`config.mk`:
```
export PLATFORM = sky130hd
export DESIGN_NAME = tcdm_bank_arbiter
export DESIGN_NICKNAME = d
export VERILOG_FILES = /design/src/rtl/tcdm_bank_arb_pkg.sv /design/src/rtl/tcdm_rr_picker.sv /design/src/rtl/tcdm_bank_arbiter.sv
export SDC_FILE = /design/constraint.sdc
export NUM_CORES = 1
export LEC_CHECK = 0
export ABC_AREA = 1
export CORE_AREA = 2 2 208 210
export DETAILED_ROUTE_END_ITERATION = 12
export DIE_AREA = 0 0 210 212
export MAX_ROUTING_LAYER = met4
export SYNTH_ARGS = -nofsm -noshare
export SYNTH_HDL_FRONTEND = slang
export SYNTH_SLANG_ARGS = --single-unit
```
`constraint.sdc`:
```
create_clock -name clk_i -period 2.7 [get_ports clk_i]
set_input_delay 0.405 -clock clk_i [delete_from_list [all_inputs] [get_ports clk_i]]
set_output_delay 0.405 -clock clk_i [all_outputs]
set_load 0.02 [all_outputs]
```
`src/rtl/tcdm_bank_arb_pkg.sv`:
```
// rtl/tcdm_bank_arb_pkg.sv - shared types and helpers for the TCDM single-bank arbiter
package tcdm_bank_arb_pkg;

    // Byte-address bits below the word boundary of a 32-bit bank
    localparam int ADDR_LSB = 2;

    // Requester index storage; sized for the largest supported requester count
    localparam int MAX_REQ = 256;
    localparam int IDX_W   = $clog2(MAX_REQ);

    typedef logic [IDX_W-1:0] idx_t;

    // One in-flight bank access awaiting its response slot
    typedef struct packed {
        logic vld;
        idx_t idx;
        logic is_read;
    } resp_t;

    // Increment an index modulo the requester count
    function automatic idx_t wrap_inc(input idx_t v, input int unsigned n);
        if (int'(v) + 1 >= int'(n)) begin
            return '0;
        end
        return v + idx_t'(1);
    endfunction

endpackage

```
`src/rtl/tcdm_rr_picker.sv`:
```
// rtl/tcdm_rr_picker.sv - combinational round-robin leading-one search with wrap
module tcdm_rr_picker
    import tcdm_bank_arb_pkg::*;
#(
    parameter int NumReq = 4
) (
    input  logic [NumReq-1:0] req_i,
    input  idx_t              ptr_i,
    output idx_t              idx_o,
    output logic              valid_o
);

    logic [2*NumReq-1:0] dbl;
    logic [2*NumReq-1:0] dbl_shift;
    logic [NumReq-1:0]   rot;
    logic                unused_hi;
    int                  sum;

    // Rotate the request vector so the pointer sits at bit 0, then take the first set bit
    always_comb begin
        dbl       = {req_i, req_i};
        dbl_shift = dbl >> ptr_i;
        rot       = dbl_shift[NumReq-1:0];
        unused_hi = ^dbl_shift[2*NumReq-1:NumReq];
        valid_o   = 1'b0;
        idx_o     = '0;
        sum       = 0;
        for (int off = 0; off < NumReq; off++) begin
            if (!valid_o && rot[off]) begin
                valid_o = 1'b1;
                sum     = int'(ptr_i) + off;
                if (sum >= NumReq) begin
                    sum = sum - NumReq;
                end
                idx_o = idx_t'(sum);
            end
        end
    end

endmodule

```
`src/rtl/tcdm_bank_arbiter.sv`:
```
// rtl/tcdm_bank_arbiter.sv - round-robin share of one SRAM bank among TCDM masters; optional TCDM_BANK_ARB_PERF_EN conflict counter
module tcdm_bank_arbiter
    import tcdm_bank_arb_pkg::*;
#(
    parameter int NumReq      = 4,
    parameter int AddrWidth   = 32,
    parameter int DataWidth   = 32,
    parameter int BankAddrW   = 10,
    parameter int WriteRespOn = 1
) (
    input  logic                                  clk_i,
    input  logic                                  rst_i,
    input  logic [NumReq-1:0]                     req_i,
    input  logic [NumReq-1:0][AddrWidth-1:0]      add_i,
    input  logic [NumReq-1:0]                     wen_i,
    input  logic [NumReq-1:0][DataWidth-1:0]      wdata_i,
    input  logic [NumReq-1:0][DataWidth/8-1:0]    be_i,
    output logic [NumReq-1:0]                     gnt_o,
    output logic [NumReq-1:0]                     vld_o,
    output logic [NumReq-1:0][DataWidth-1:0]      rdata_o,
    output logic                                  mem_req_o,
    output logic                                  mem_we_o,
    output logic [BankAddrW-1:0]                  mem_addr_o,
    output logic [DataWidth-1:0]                  mem_wdata_o,
    output logic [DataWidth/8-1:0]                mem_be_o,
    input  logic [DataWidth-1:0]                  mem_rdata_i,
    output logic [31:0]                           perf_conf_o
);

    localparam int IdxW = $clog2(NumReq);

    idx_t               rr_ptr_q;
    idx_t               win_idx;
    logic               win_vld;
    logic [IdxW-1:0]    win_sel;
    logic [AddrWidth-1:0] win_addr;
    resp_t              resp_d;
    resp_t              resp_q;
    logic [IdxW-1:0]    resp_sel;
    logic               unused_bits;

    tcdm_rr_picker #(
        .NumReq (NumReq)
    ) u_picker (
        .req_i   (req_i),
        .ptr_i   (rr_ptr_q),
        .idx_o   (win_idx),
        .valid_o (win_vld)
    );

    assign win_sel  = win_idx[IdxW-1:0];
    assign resp_sel = resp_q.idx[IdxW-1:0];

    // Address bits outside the bank word range are deliberately dropped
    assign unused_bits = ^{win_addr, win_idx, resp_q.idx};

    // Grant and bank request mux: winner drives the bank, idle bank sees all zeros
    always_comb begin
        gnt_o       = '0;
        mem_req_o   = 1'b0;
        mem_we_o    = 1'b0;
        mem_addr_o  = '0;
        mem_wdata_o = '0;
        mem_be_o    = '0;
        win_addr    = add_i[win_sel];
        if (win_vld) begin
            gnt_o[win_sel] = 1'b1;
            mem_req_o      = 1'b1;
            mem_we_o       = ~wen_i[win_sel];
            mem_addr_o     = win_addr[ADDR_LSB +: BankAddrW];
            mem_wdata_o    = wdata_i[win_sel];
            mem_be_o       = be_i[win_sel];
        end
    end

    // Response slot for the access granted this cycle
    always_comb begin
        resp_d         = '0;
        resp_d.vld     = win_vld & (wen_i[win_sel] | (WriteRespOn != 0));
        resp_d.idx     = win_idx;
        resp_d.is_read = win_vld & wen_i[win_sel];
    end

    // Round-robin pointer and response register; reset discards any pending response
    always_ff @(posedge clk_i or posedge rst_i) begin
        if (rst_i) begin
            rr_ptr_q <= '0;
            resp_q   <= '0;
        end else begin
            if (win_vld) begin
                rr_ptr_q <= wrap_inc(win_idx, NumReq);
            end
            resp_q <= resp_d;
        end
    end

    // Route the bank response to the lane of the master that owns it
    always_comb begin
        vld_o   = '0;
        rdata_o = '0;
        if (resp_q.vld) begin
            vld_o[resp_sel] = 1'b1;
            if (resp_q.is_read) begin
                rdata_o[resp_sel] = mem_rdata_i;
            end
        end
    end

`ifdef TCDM_BANK_ARB_PERF_EN
    logic [31:0] perf_q;
    logic        conflict;

    assign conflict = ($countones(req_i) > 1);

    // Saturating count of cycles where two or more masters competed for the bank
    always_ff @(posedge clk_i or posedge rst_i) begin
        if (rst_i) begin
            perf_q <= '0;
        end else if (conflict && (perf_q != 32'hFFFF_FFFF)) begin
            perf_q <= perf_q + 32'd1;
        end
    end

    assign perf_conf_o = perf_q;
`else
    assign perf_conf_o = 32'h0;
`endif

endmodule

```
# --- Word-level counts from Yosys, hierarchy flattened ---
# Cells that the tools add are included.
word_totals:
  ff_bits: 12
  input_bits: 314
  output_inout_bits: 216
classes:
  n_addsub: 9
  magnitude_cmp: 9
  shift: 1
  mux: 39
  n_bitwise: 3
  n_reduce_logical: 8
op_table:
  columns: ["op", "count"]
  rows:
  - ["$mux 128", 2]
  - ["$and 128x128->128", 1]
  - ["$bmux 32 s2", 2]
  - ["$mux 32", 3]
  - ["$mux 8", 10]
  - ["$demux 32 s2", 1]
  - ["$ge 9x3->1 const B", 4]
  - ["$sub 8x4->8 const B", 3]
  - ["$add 8x1->9 const B", 2]
  - ["$add 8x2->9 const B", 2]
  - ["$mux 4", 4]
  - ["$mux 12", 1]
  - ["$mux 1", 11]
  - ["$mux 10", 1]
  - ["$add 8x1->8 const B", 1]
  - ["$bmux 4 s2", 1]
  - ["$ge 8x3->1 const B", 1]
  - ["$shr 8x8->4", 1]
  - ["$sub 8x3->8 const B", 1]
  - ["$lt 2x3->1 const B", 2]
  - ["$logic_and 1x1->1", 5]
  - ["$demux 1 s2", 2]
  - ["$ge 2x1->1 const B", 2]
  - ["$logic_not 1->1", 3]
  - ["other kinds (3)", 3]

# --- Logic depth before layout (Yosys ltp) ---
# Gate-level depths: netlist (run 1).
logic_depth:
  word_depth: 16
  mapped_depth: 22
  ltp_nobuf: 20

# --- By module ---
# A second synthesis (run 1) with hierarchy kept.
unflattened:
  cells_unflattened: 931
  hier_area_um2: 4683.2
modules_own_cells:
  columns: ["module", "n_inst", "cells_each", "area_per_inst_um2", "seq_area_each_um2"]
  rows:
  - ["tcdm_bank_arbiter", 1, 672, 3191.8, 300.3]
  - ["tcdm_rr_picker", 1, 259, 1491.4, 0.0]

# --- Worst setup path after synthesis (run 1) ---
# No wires, ideal clock.
synth_path:
  path_type: "flip-flop to output port"
  startpoint: "register rr_ptr_q[6]"
  endpoint: "output port gnt_o[3]"
  arrival_ns: 2.453
  required_ns: 2.295
  path_slack_ns: -0.158
  stages_incl_launch_ff: 17
  n_path_buf: 4
  path_cell_list: "dfrtp_1 buf_2 nor2_4 buf_6 nand4_1 nand3_1 nand2_1 nor2_4 nor2_2 nand3b_2 nand3_4 inv_4 buf_6 buf_6 ha_1 inv_1 nor2_1"
synth_rtl:
  columns: ["element", "line", "source"]
  rows:
  - ["from (decl)", "tcdm_bank_arbiter.sv:32", "idx_t rr_ptr_q;"]
  - ["from (signal assigned)", "tcdm_bank_arbiter.sv:91", "rr_ptr_q <= wrap_inc(win_idx, NumReq);"]
  - ["to (decl)", "tcdm_bank_arbiter.sv:18", "output logic [NumReq-1:0] gnt_o,"]

# --- Worst setup path after layout (run 1) ---
layout_path:
  startpoint: "register rr_ptr_q[6]"
  endpoint: "output port mem_wdata_o[0]"
layout_via:
  elab_chain_len: 14
  elab_cells_between_ends: 29
layout_lines:
  columns: ["element", "line", "source"]
  rows:
  - ["branches (longest 13 deep; another with $add 8x1->9)", null, null]
  - ["$mux 32 (*)", "tcdm_bank_arbiter.sv:66", "if (win_vld) begin"]
  - ["to (decl)", "tcdm_bank_arbiter.sv:24", "output logic [DataWidth-1:0] mem_wdata_o,"]
# Mark *: on every way between the ends. The select of a mux whose other input is x is not followed.

==> results of run 1 <==
-- cells in the mapped netlist (all sizes together) (2+ instances only) --
cell type | instances | share of area
a21oi | 57 | 0.063
buf | 80 | 0.12
clkbuf | 17 | 0.014
dfrtp | 12 | 0.066
ha | 19 | 0.052
inv | 47 | 0.039
nand2 | 141 | 0.12
nand3 | 39 | 0.051
nand3b | 2 | 0.0041
nand4 | 13 | 0.024
nor2 | 269 | 0.23
o21ai | 100 | 0.11
o21bai | 47 | 0.077
xnor2 | 2 | 0.0038
xor2 | 10 | 0.019
-- metrics by stage --
step / total power [mW] / utilization / TNS, ns / hold slack, ns
after floorplan: 7.875 / - / -0.08836 / 0.2697
after global placement: 13.54 / 0.2299 / -43.62 / 0.5578
after detailed placement: 13.58 / 0.2299 / -45.47 / 0.5603
after CTS: 13.93 / 0.2346 / -24.82 / 0.5062
after global routing: 16.58 / 0.2475 / -28.21 / 0.5330
final: 15.52 / 0.2475 / -22.31 / 0.4856
-- layout make-up --
cell class                 instances  area, sq um  area share
inverter                          47        193.9     0.01843
timing repair buffer             512         5156      0.4901
tap                              546        683.2     0.06494
clock buffer                       4        88.84    0.008444
multi-input combinational        738         4076      0.3875
sequential                        12        306.5     0.02914
antenna                            6        15.01    0.001427
-- worst max path at each step --
| stage | startpoint | end | depth (start not counted) |
|---|---|---|---|
| CTS | rr_ptr_q[7] | mem_we_o | 17 |
| global route | rr_ptr_q[6] | mem_we_o | 16 |
| detailed placement | req_i[3] | mem_wdata_o[26] | 16 |
| floorplan | rr_ptr_q[1] | mem_wdata_o[17] | 13 |
| global placement | req_i[3] | mem_be_o[2] | 15 |
| finish | rr_ptr_q[6] | mem_wdata_o[0] | 16 |
-- cell families (layout without fill, tap and decap cells) --
group                      count (synthesis)  in the layout
adders and majority gates                 19             19
buffers and inverters                    144            563
other                                      1             38
AOI/OAI and AO/OA                        206            206
and+or+nand+nor                          466            469
DFF                                       12             12
xor gates and xnor gates                  12             12
-- layer usage --
layer | track usage | routed length, um
met1 | 0.1315 | 11210
met2 | 0.2190 | 14710
met4 | 0.04231 | 1034
met5 | - | 0
met3 | 0.02290 | 1939
-- cells in the final DEF (no fill, tap or decap), types with 25 or more instances in the layout --
cell type          n
clkdlybuf4s50_1  355
nand3_1           25
nor2_1           238
a21oi_2           41
nand2_1          124
o21ai_1           64
o21ai_0           30
inv_1             39
buf_6             34
o21bai_1          46
buf_4             99
conb_1            32
-- state kept, by name (all words and copies together), names as in the netlist --
signal,count
resp_q,4
rr_ptr_q,8
-- worst reg2reg max path: cells and delay by family, from the launching register on --
kind          cells  cell delay [ns]
fa+ha+maj         1             0.14
simple gates     15             1.80
buf+inv           4             0.39
flops             1             0.45
-- power breakdown --
group | internal (mW) | switching (mW) | total, mW
Combinational | 6.81 | 8.15 | 15.0
Sequential | 0.226 | 0.0310 | 0.257
Clock | 0.224 | 0.0825 | 0.307
Total | 7.26 | 8.26 | 15.5
-- what timing repair did --
item,4_1_cts,5_1_grt
pin swaps,7,46
gates resized for setup,194,182
cloned,5,4
setup buffers,3,11
endpoints found under the setup margin,54,53
==> metrics.txt, run 1 <==
kind of critical path=flip-flop to primary output; Top Family by Delay on Critical Path=simple AND/OR/NAND/NOR gates; grt total ovfl=0; Synth Area per Inst=5.326 sq um; mapped cell area=approximately 4600 sq um; post-synth cell types=35; area share of fa/ha/maj cells after synthesis=0.05190; FF-to-FF End=rr_ptr_q[1]; Startpoint Class=flip-flop; clk buf depth=2; DP Cell Count=1832; largest family of logic cells by synthesized area=simple AND/OR/NAND/NOR gates; fin area=between 10000 and 15000 sq um; Num CTS Buffers=3; Die X=~210 um; Req. time, crit path=between 2 and 2.5 ns; nets=between 1500 and 2000; drt via density=just under 4; Arrival @ worst endpoint=2.85 ns; layout cells sized above 1=0.2232; CP cell instances=nor2_4 -> buf_6 -> nand4_1 -> nand3_2 -> nand3_4 -> buf_12 -> nand4_1 -> nand3_4 -> nand2_8 -> buf_8 -> buf_6 -> o21ai_2 -> o21bai_1 -> a21oi_1 -> buf_4 -> buf_6; CP Max Fanout=8; Most common cell on crit path=buf_6; Layout area overhead=129.7%; first-pass GRT wire length=slightly above 40000 um; EDFF count, synth=0; mux cell area share after synthesis=0; Final Setup Violations=53; Core Area=between 40000 and 50000 sq um; max incr delay on CP=0.45 ns; vias=7398; Placed Area=9772 sq um; skew final=0.001311 ns; port buffer count=approximately 400; clock latency on the worst-skew pair=about 0.24 ns; RSZ-0062 raised after global routing=yes; status=finished, violations left; RR Startpoint=rr_ptr_q[6]; CTS tree=yes; Die Footprint=44520 sq um; RD Place Congestion=0.9070; clock sinks=12; Rows=76; DR WL/cell=roughly 15 um; CP max-delay cell=dfrtp_2; Setup crit end kind=primary output; Iter 0 DRT Violations=between 200 and 250; WP buf/inv=6; Non-Filler Instances=approximately 1900; GRT Util Overall=0.1206; Synth Instances=860; vias in the first global route=about 7100; XOR/XNOR share of the synthesized area=0.02294; Synth Area in Compound Gates=0.2527; Place WS=-0.9867 ns; fin crit period=between 3 and 4 ns; cts hold-fix bufs=0; Routed WL=28890 um; starting density of the core=0.1078; Final period util=1.206; DR DRC count=0; ys flop type=dfrtp_1; largest net degree at the start of global routing=34; Final HPWL DP=around 23000 um; Worst Hold Class=input port to asynchronous set/reset pin; Root Driver=clkbuf_16; power per cell area=1475 nW/um^2; fill count=~4700; I/O Pins=530; asr flop ratio synth=1.000; Reg2Reg Depth=20; Peak VDD IR=approximately 1.1 mV; Reg clk slew, reported paths=around 0.050 ns; Synth Warn #=0; antenna violations before repair=6; first drt pass iteration count=4; pins over their slew limit=0; fin worst setup slack=-0.5554 ns; P_leak=about 4.4 nW; Max-cap violations=0; Yosys reg bits=12; Hold Fails Final Rpt=0; Peak Freq=between 300 and 400 MHz; H-tree Lvls=1; simple-gate share of the synthesized area=0.4299; reg2reg setup slack=-0.11 ns; DRT antenna net count=0; Chip Height=about 210 um; failing checks=setup timing; register area share after synthesis=0.06556
(Power assumes the default switching activity.)
==> run 2: changes to the inputs <==
--- a/config.mk
+++ b/config.mk
@@ -13,3 +13,4 @@
 export SYNTH_ARGS = -nofsm -noshare
 export SYNTH_HDL_FRONTEND = slang
 export SYNTH_SLANG_ARGS = --single-unit
+export TNS_END_PERCENT = 1
==> metrics.txt, run 2 (synthesis gave the netlist of run 1 again) <==
Root Driver=clkbuf_16; max incr delay on CP=0.50 ns (+0.05 ns); DR WL/cell=14.03 um (-9.4%); Rel. slew slack=0.6281; kind of critical path=input port to primary output; max reg flops=8 (unchanged); Layout area overhead=119.9%; power per cell area=1420 nW/um^2 (-3.8%); grt total ovfl=0 (unchanged); fin crit period=3.325 ns (+0.07006 ns); antenna violations before repair=2 (-4); port buffer count=409 (unchanged); CP cell instances=clkdlybuf4s50_1 -> nand4_1 -> nand3_2 -> nand2_1 -> nor2_4 -> nor2_2 -> nand3b_2 -> nand3_4 -> buf_12 -> buf_4 -> buf_4 -> o211ai_1 -> buf_4 -> nand2_1 -> nor2_2 -> buf_6; DR DRC count=0 (unchanged); Die X=210 um (unchanged); skew final=0.002447 ns (+0.001135 ns); WHS=0.5737 ns (+0.08804 ns); Rows=76 (unchanged); CP Max Fanout=10 (+2); Slew @ Worst Pin=0.5572 ns; Largest regs=rr_ptr_q: 8 flops, resp_q: 4 flops; largest net degree at the start of global routing=47 (+38%); fin worst setup slack=-0.6255 ns (-0.07006 ns); failing checks=setup timing; Setup crit end kind=primary output; Final Power=14.31 mW (-7.8%); clk buf depth=2 (unchanged); RD Place Congestion=0.8782 (-3.2%); starting density of the core=0.1078 (unchanged); P_leak=4.293 nW (-1.9%); clock latency on the worst-skew pair=0.25 ns (about the same); drt via density=3.946 (-0.52%); RSZ-0062 raised after global routing=yes; status=finished, violations left; pins over their slew limit=0 (unchanged); Core Area=42510 sq um (unchanged); vias in the first global route=6902 (-2.1%); most frequent cells in the layout=clkdlybuf4s50_1 (355), nor2_1 (256), nand2_1 (131); Peak VDD IR=0.8506 mV (-21%); clock sinks=12 (unchanged); Worst Hold Class=input port to asynchronous set/reset pin; Startpoint Class=input port; Num CTS Buffers=3 (unchanged); Reg power frac=0.019 (+0.002); commonest non-fill, non-tap cell in the layout=clkdlybuf4s50_1; Most flops, register=rr_ptr_q; Final HPWL DP=20790 um (-9.3%); reg2reg setup slack=-0.20 ns (-0.09 ns); Max-cap violations=0 (unchanged); net switching power=7.706 mW (-6.7%); clock power share=0.022 (+0.002); Peak Freq=300.7 MHz (-2.1%); DRT antenna net count=0 (unchanged); CTS tree=yes; FF-to-FF End=rr_ptr_q[1]; Internal=6.600 mW (-9.1%); Req. time, crit path=2.30 ns (about the same); I/O Pins=530 (unchanged); Hold Fails Final Rpt=0 (unchanged); Reg clk slew, reported paths=0.05 ns (about the same); vias=7336 (-0.84%); Arrival @ worst endpoint=2.92 ns (+0.07 ns); Routed WL=26090 um (-9.7%); Chip Height=212 um (unchanged); CP max-delay cell=clkdlybuf4s50_1; Final Setup Violations=53 (unchanged); GRT Util Overall=0.1086 (-0.01195); Most common cell on crit path=buf_4; Reg2Reg Depth=22 (+10%); cts hold-fix bufs=0 (unchanged); switching power share of the total=0.5387 (+0.006495); H-tree Lvls=1 (unchanged); logic gate share of total power=0.959 (-0.005); Final period util=1.232 (+0.02595); Iter 0 DRT Violations=368 (+57%); first-pass GRT wire length=36660 um (-9.0%); Die Footprint=44520 sq um (unchanged); RR Startpoint=rr_ptr_q[5]; first drt pass iteration count=5 (+1); layout cells sized above 1=0.1686 (-0.05458); nets=1645 (-0.12%)
-- run 2: worst max path at each step --
stage,start,end,slack [ns]
after floorplan,rr_ptr_q[1],mem_wdata_o[15],-0.08
after global placement,req_i[0],gnt_o[3],-0.99
after detailed placement,req_i[0],gnt_o[3],-0.98
after CTS,rr_ptr_q[6],mem_we_o,-0.64
after global routing,rr_ptr_q[1],mem_wdata_o[10],-0.75
final,req_i[0],mem_we_o,-0.63
-- run 2: cell type report --
cell class | count | area [sq um]
Multi-Input combinational cell | 735 | 3770
Antenna cell | 2 | 5.005
Tap cell | 546 | 683.2
Clock buffer | 4 | 88.84
Timing Repair Buffer | 512 | 5025
Sequential cell | 12 | 300.3
Fill cell | 4784 | 32430
Inverter | 47 | 186.4
Timing Repair inverter | 1 | 16.27
-- run 2: through the flow --
step / instances / util / setup WS, ns / setup TNS, ns / cell area [sq um]
final: 1859 / 0.2370 / -0.6255 / -25.99 / 10070
after global routing: 1859 / 0.2370 / -0.7542 / -34.27 / 10070
after CTS: 1848 / 0.2319 / -0.6353 / -20.04 / 9857
after detailed placement: 1837 / 0.2278 / -0.9765 / -45.92 / 9682
after global placement: 1837 / 0.2278 / -0.9882 / -46.59 / 9682
after floorplan: 891 / - / -0.07690 / -2.960 / 4750
-- run 2: metal layers --
layer,global-route usage,wire (um)
met1,0.1154,10100
met2,0.2046,13470
met3,0.01625,1670
met4,0.03815,847
met5,-,0
-- run 2: critical path: cells and delay by family --
| kind | cells | cell delay [ns] |
|---|---|---|
| and+or+nand+nor | 9 | 1.06 |
| AOI/OAI and AO/OA | 1 | 0.16 |
| buffers and inverters | 6 | 1.28 |
-- run 2: power by group through the flow --
stage	clock network [mW]	logic, mW	registers (mW)
2_1_floorplan	0	7.28	0.258
3_3_place_gp	0	13.0	0.269
3_5_place_dp	0	13.1	0.271
4_1_cts	0.323	13.2	0.268
5_1_grt	0.334	14.8	0.272
6_report	0.317	13.7	0.269
-- run 2: timing repair --
action	4_1_cts	5_1_grt
resized for setup	271	25
setup buffers	6	7
setup endpoints to repair	86	58
cloned	1	2
pin swaps	18	16
==> patch 1 (flow settings as in run 2) <==
Add a define of `TCDM_BANK_ARB_PERF_EN`.
--- a/src/rtl/tcdm_bank_arbiter.sv
+++ b/src/rtl/tcdm_bank_arbiter.sv
@@ -1,4 +1,6 @@
 // rtl/tcdm_bank_arbiter.sv - round-robin share of one SRAM bank among TCDM masters; optional TCDM_BANK_ARB_PERF_EN conflict counter
+`define TCDM_BANK_ARB_PERF_EN
+
 module tcdm_bank_arbiter
     import tcdm_bank_arb_pkg::*;
 #(
Behaviour: not the same (Yosys sat finds a counterexample within 4 cycles, from zero or initial values and one cycle with rst_i high).
==> patch 1 against run 2 <==
The run still ends with negative setup slack left; sequential power rose to 3.2 times the old value; sequential cell count up 32; power down 1.1%; worst setup slack better by 0.11 ns; routed wire length up 18%; design area up 19%; count of clock-buffer cells in the layout up 1; area after synthesis up 26%; critical path type is now reg2out; largest cell class unchanged; highest routed layer unchanged.
==> patch 1: results (changes against run 2) <==
Final setup vio count: 53 (unchanged)
Cells after synthesis: 1024 (+19%)
Share of layout cells above drive strength 1: 15.9% (-0.98 points)
Final WS setup: -0.517 ns (+0.108 ns)
Antenna violations before repair: 0 (-2)
Xor and xnor area share after synthesis: 5.93% (+3.6 points)
Gr usage total: 12.9% (+2.1 points)
Status: finished, violations left
Vias in the first global route: 7956 (+15%)
Max Used Layer: met4
Peak VDD IR: 0.881 mV (+3.6%)
Clk_skew: 0.00793 ns (+0.00548 ns)
Final HPWL DP: 24200 um (+17%)
Antenna diode count: 0 (-2)
Adder-cell share of the synthesized area: 4.69% (-0.50 points)
Setup TNS: -22.58 ns (+3.41 ns)
Met2 wire length: 15200 um (+13%)
H-Tree Depth: 2 (+1)
Clk slew on worst S/H paths: 0.07 ns (+0.02 ns)
Max FFs per register: 32 (+24)
DR pass1 iterations: 5 (unchanged)
Met1 WL: 13400 um (+33%)
Sw Pwr: 7.53 mW (-2.3%)
Static leakage: 5.14 nW (+20%)
Largest net degree at the start of global routing: 45 (-4.3%)
CTS Buf Count: 5 (+2)
Fillcell total: 4673 (-2.3%)
Clock Latency Late Sink: 0.29 ns (+0.04 ns)
Crit path DAT: 2.81 ns (-0.11 ns)
Post-synth top cells: nor2_1, nand2_1, inv_1
Gpl congestion: 0.859 (-2.2%)
I/O Buffers: 441 (+7.8%)
Post-synth cell types: 37 (+5.7%)
Post-Layout Cell Count: 2064 (+11%)
WL met3: 1560 um (-6.8%)
Register area: 1110 sq um (+270%)
Nets: 1853 (+13%)
R2r endpoint: rr_ptr_q[0]
Starting DRT DRC Count: 495 (+35%)
Dpl cells: 2036 (+11%)
Placement Cell Area: 11300 sq um (+17%)
CP max FO: 9 (-1)
Pre-CTS setup slack: -0.983 ns (-0.00678 ns)
Failing checks: negative setup slack
Synth Area in Compound Gates: 16.0% (-9.3 points)
WHS: 0.460 ns (-0.114 ns)
Worst r2r path cells: 19 (-14%)
Top post-synthesis cells by area: nor2_1, dfrtp_1, nand2_1
Sequential area share after synthesis: 19.1% (+13 points)
R2R setup slack: -0.07 ns (+0.13 ns)
Max-slew headroom: 73.6% (+11 points)
Drt wl/cell: 14.9 um (+6.1%)
Drt via density: 4.13 (+4.7%)
==> patch 1: cell count changes after synthesis, moves of 10 or more <==
cell      before  now
nor2_1       263  353
o21bai_1      47    1
buf_4         37    3
dfrtp_1       12   44
nand2_1      136  164
inv_1         44   62
xor2_1        10   27
nand3_1       34   45
o21ai_0       37   48
clkbuf_1      17   27
xnor2_1        2   12
==> patch 1: cell families after synthesis <==
logic type,after synthesis
DFF,44
adders and majority gates,21
buffers and inverters,130
and+or+nand+nor,614
xor gates and xnor gates,39
AOI/OAI and AO/OA,176
==> patch 1: repair_timing <==
action | in CTS | in global routing
setup endpoints to repair | 60 | 64
gates cloned | 5 | 2
pin swaps | 42 | 30
gates resized for setup | 306 | 47
buffers inserted | 10 | 4
==> patch 1: layout make-up <==
type	instances	share of cell area [%]
Clock buffer	5	1.05
Inverter	67	2.21
Timing Repair Buffer	548	45.5
Sequential cell	44	9.26
Clock inverter	2	0.105
Multi-Input combinational cell	852	36.1
Tap cell	546	5.71
==> patch 1: worst max path at each step <==
stage           startpoint               to  slack, ns  depth (start not counted)
2_1_floorplan  rr_ptr_q[1]         gnt_o[2]      -0.06                         13
3_3_place_gp      req_i[3]  mem_wdata_o[25]      -0.95                         15
3_5_place_dp      req_i[2]  mem_wdata_o[27]      -0.98                         15
4_1_cts        rr_ptr_q[7]  mem_wdata_o[25]      -0.51                         14
5_1_grt        rr_ptr_q[6]  mem_wdata_o[20]      -0.68                         14
6_report       rr_ptr_q[5]         mem_we_o      -0.52                         15
==> patch 1: metal layers <==
metal,GRT usage (%),vias to the layer above
met1,16.3,3909
met3,1.58,35
met4,2.52,0
met5,-,-
li1,-,4252
met2,22.3,334
==> patch 1: power groups by stage <==
stage          clock (mW)  sequential, mW  combinational, mW
3_5_place_dp            0           0.882               11.6
2_1_floorplan           0           0.929               6.23
6_report            0.622           0.870               12.7
4_1_cts             0.664           0.873               12.1
3_3_place_gp            0           0.880               11.6
5_1_grt             0.682           0.885               13.6
==> patch 1: worst max-delay path, stage by stage, from the launching register on <==
cell and delay (ns):
dfrtp_2 0.48, nor2_4 0.20, nand4_1 0.17, nand3_2 0.14, nand2_1 0.08, nor2_2 0.15, nand2_4 0.09, o21ai_2 0.14
a21oi_2 0.05, nand2_2 0.16, inv_2 0.08, buf_6 0.14, o211ai_1 0.13, nand2_1 0.16, nor2_2 0.15, buf_6 0.16
==> patch 2 (settings of run 2) <==
Made on the original files. The parameter `BankAddrW` goes from 10 to 11.
--- a/src/rtl/tcdm_bank_arbiter.sv
+++ b/src/rtl/tcdm_bank_arbiter.sv
@@ -5,7 +5,7 @@
     parameter int NumReq      = 4,
     parameter int AddrWidth   = 32,
     parameter int DataWidth   = 32,
-    parameter int BankAddrW   = 10,
+    parameter int BankAddrW   = 11,
     parameter int WriteRespOn = 1
 ) (
     input  logic                                  clk_i,
Interface: changed (resized mem_addr_o); port bits go from 530 to 531. No check against the original RTL was run, so the function may have changed too.
==> patch 2 against run 2 <==
Critical endpoint is now mem_addr_o[3]; sequential power down 2%; clock skew down 0.0013 ns; die area unchanged; design area up 2.3%; synthesized cell count up 0.58%; power up 0.54%; hold slack better by 0.012 ns; routed wire length up 2.3%; critical path type is now reg2out; sequential cell count unchanged; the flow still finishes with violations (negative setup slack); count of clock-buffer cells in the layout unchanged; area after synthesis down 4.5%; worst setup slack better by 0.089 ns; cell count up 0.75%.
==> patch 2: results (changes against run 2) <==
Status: finished, violations left
Failing checks: negative setup slack
Drt wl/cell: 14.2 um (+1.5%)
Final WS setup: -0.536 ns (+0.0891 ns)
Met2 Use GR: 20.5% (+0.034 points)
Max incr delay on CP: 0.40 ns (-0.10 ns)
Clock network area share: 0.862% (-0.020 points)
Post-synth top cells: nor2_1, nand2_1, o21ai_0
Placement Cell Area: 9590 sq um (-0.92%)
Static leakage: 4.45 nW (+3.6%)
Final setup vio count: 55 (+3.8%)
Share of layout cells above drive strength 1: 19.2% (+2.3 points)
Buffers outside the clock class: 519 (+1.4%)
CP endpoint: mem_addr_o[3]
R2R setup slack: -0.05 ns (+0.15 ns)
NonClk Buf Share: 50.6% (+0.73 points)
I/O Buffers: 414 (+1.2%)
Antenna violations before repair: 1 (-1)
Pre-CTS setup slack: -1.01 ns (-0.0363 ns)
Antenna diode count: 1 (-1)
Setup TNS: -24.18 ns (+1.81 ns)
Drt via density: 3.88 (-1.7%)
Inverters: 86 (+79%)
GR Util met1: 11.7% (+0.16 points)
Peak VDD IR: 1.07 mV (+26%)
Final HPWL DP: 21400 um (+3.0%)
Crit path max-delay family: simple AND/OR/NAND/NOR gates
Clk_skew: 0.00113 ns (-0.00132 ns)
Register area: 302 sq um (+0.42%)
Met2 wire length: 13600 um (+0.68%)
DR pass1 iterations: 4 (-1)
CP Class: reg2out
Top post-synthesis cells by area: nor2_1, o21ai_0, nand2_1
WHS: 0.586 ns (+0.0123 ns)
Vias in the first global route: 6926 (+0.35%)
Sequential area share after synthesis: 6.87% (+0.31 points)
Worst-Margin Slew: 0.536 ns (-0.0216 ns)
Fillcell total: 4725 (-1.2%)
[patch 2: cell types whose count changed in the layout (fill, tap and decap cells not counted), sizes merged, moves of 6 or more]
cell,change
o21bai,-47
nand2,-21
o21ai,+45
nand3,-7
inv,+37
nor2,-6
[patch 2: repair_timing]
item	in CTS	in global routing
setup endpoints to repair	80	80
pin swaps	38	60
resized for setup	275	114
hold buffers	0	0
setup buffers	3	12
cloned	1	5
[patch 2: power by group]
part           internal, mW  switching [mW]  total (mW)
combinational          6.19            7.62        13.8
sequential            0.226          0.0369       0.263
clock                 0.224          0.0789       0.303
total                  6.64            7.74        14.4
[patch 2: cells by family after synthesis]
family,synth area share (%)
other cells,0.0858
fa+ha+maj,5.44
buf+inv,19.7
simple gates,41.0
flops,6.87
xor+xnor,3.00
compound gates,23.9
[patch 2: per-stage QoR]
step / power (mW) / instances
global placement: 12.5 / 1848
detailed placement: 12.5 / 1848
floorplan: 6.70 / 896
CTS: 13.0 / 1856
global route: 15.6 / 1873
finish: 14.4 / 1873
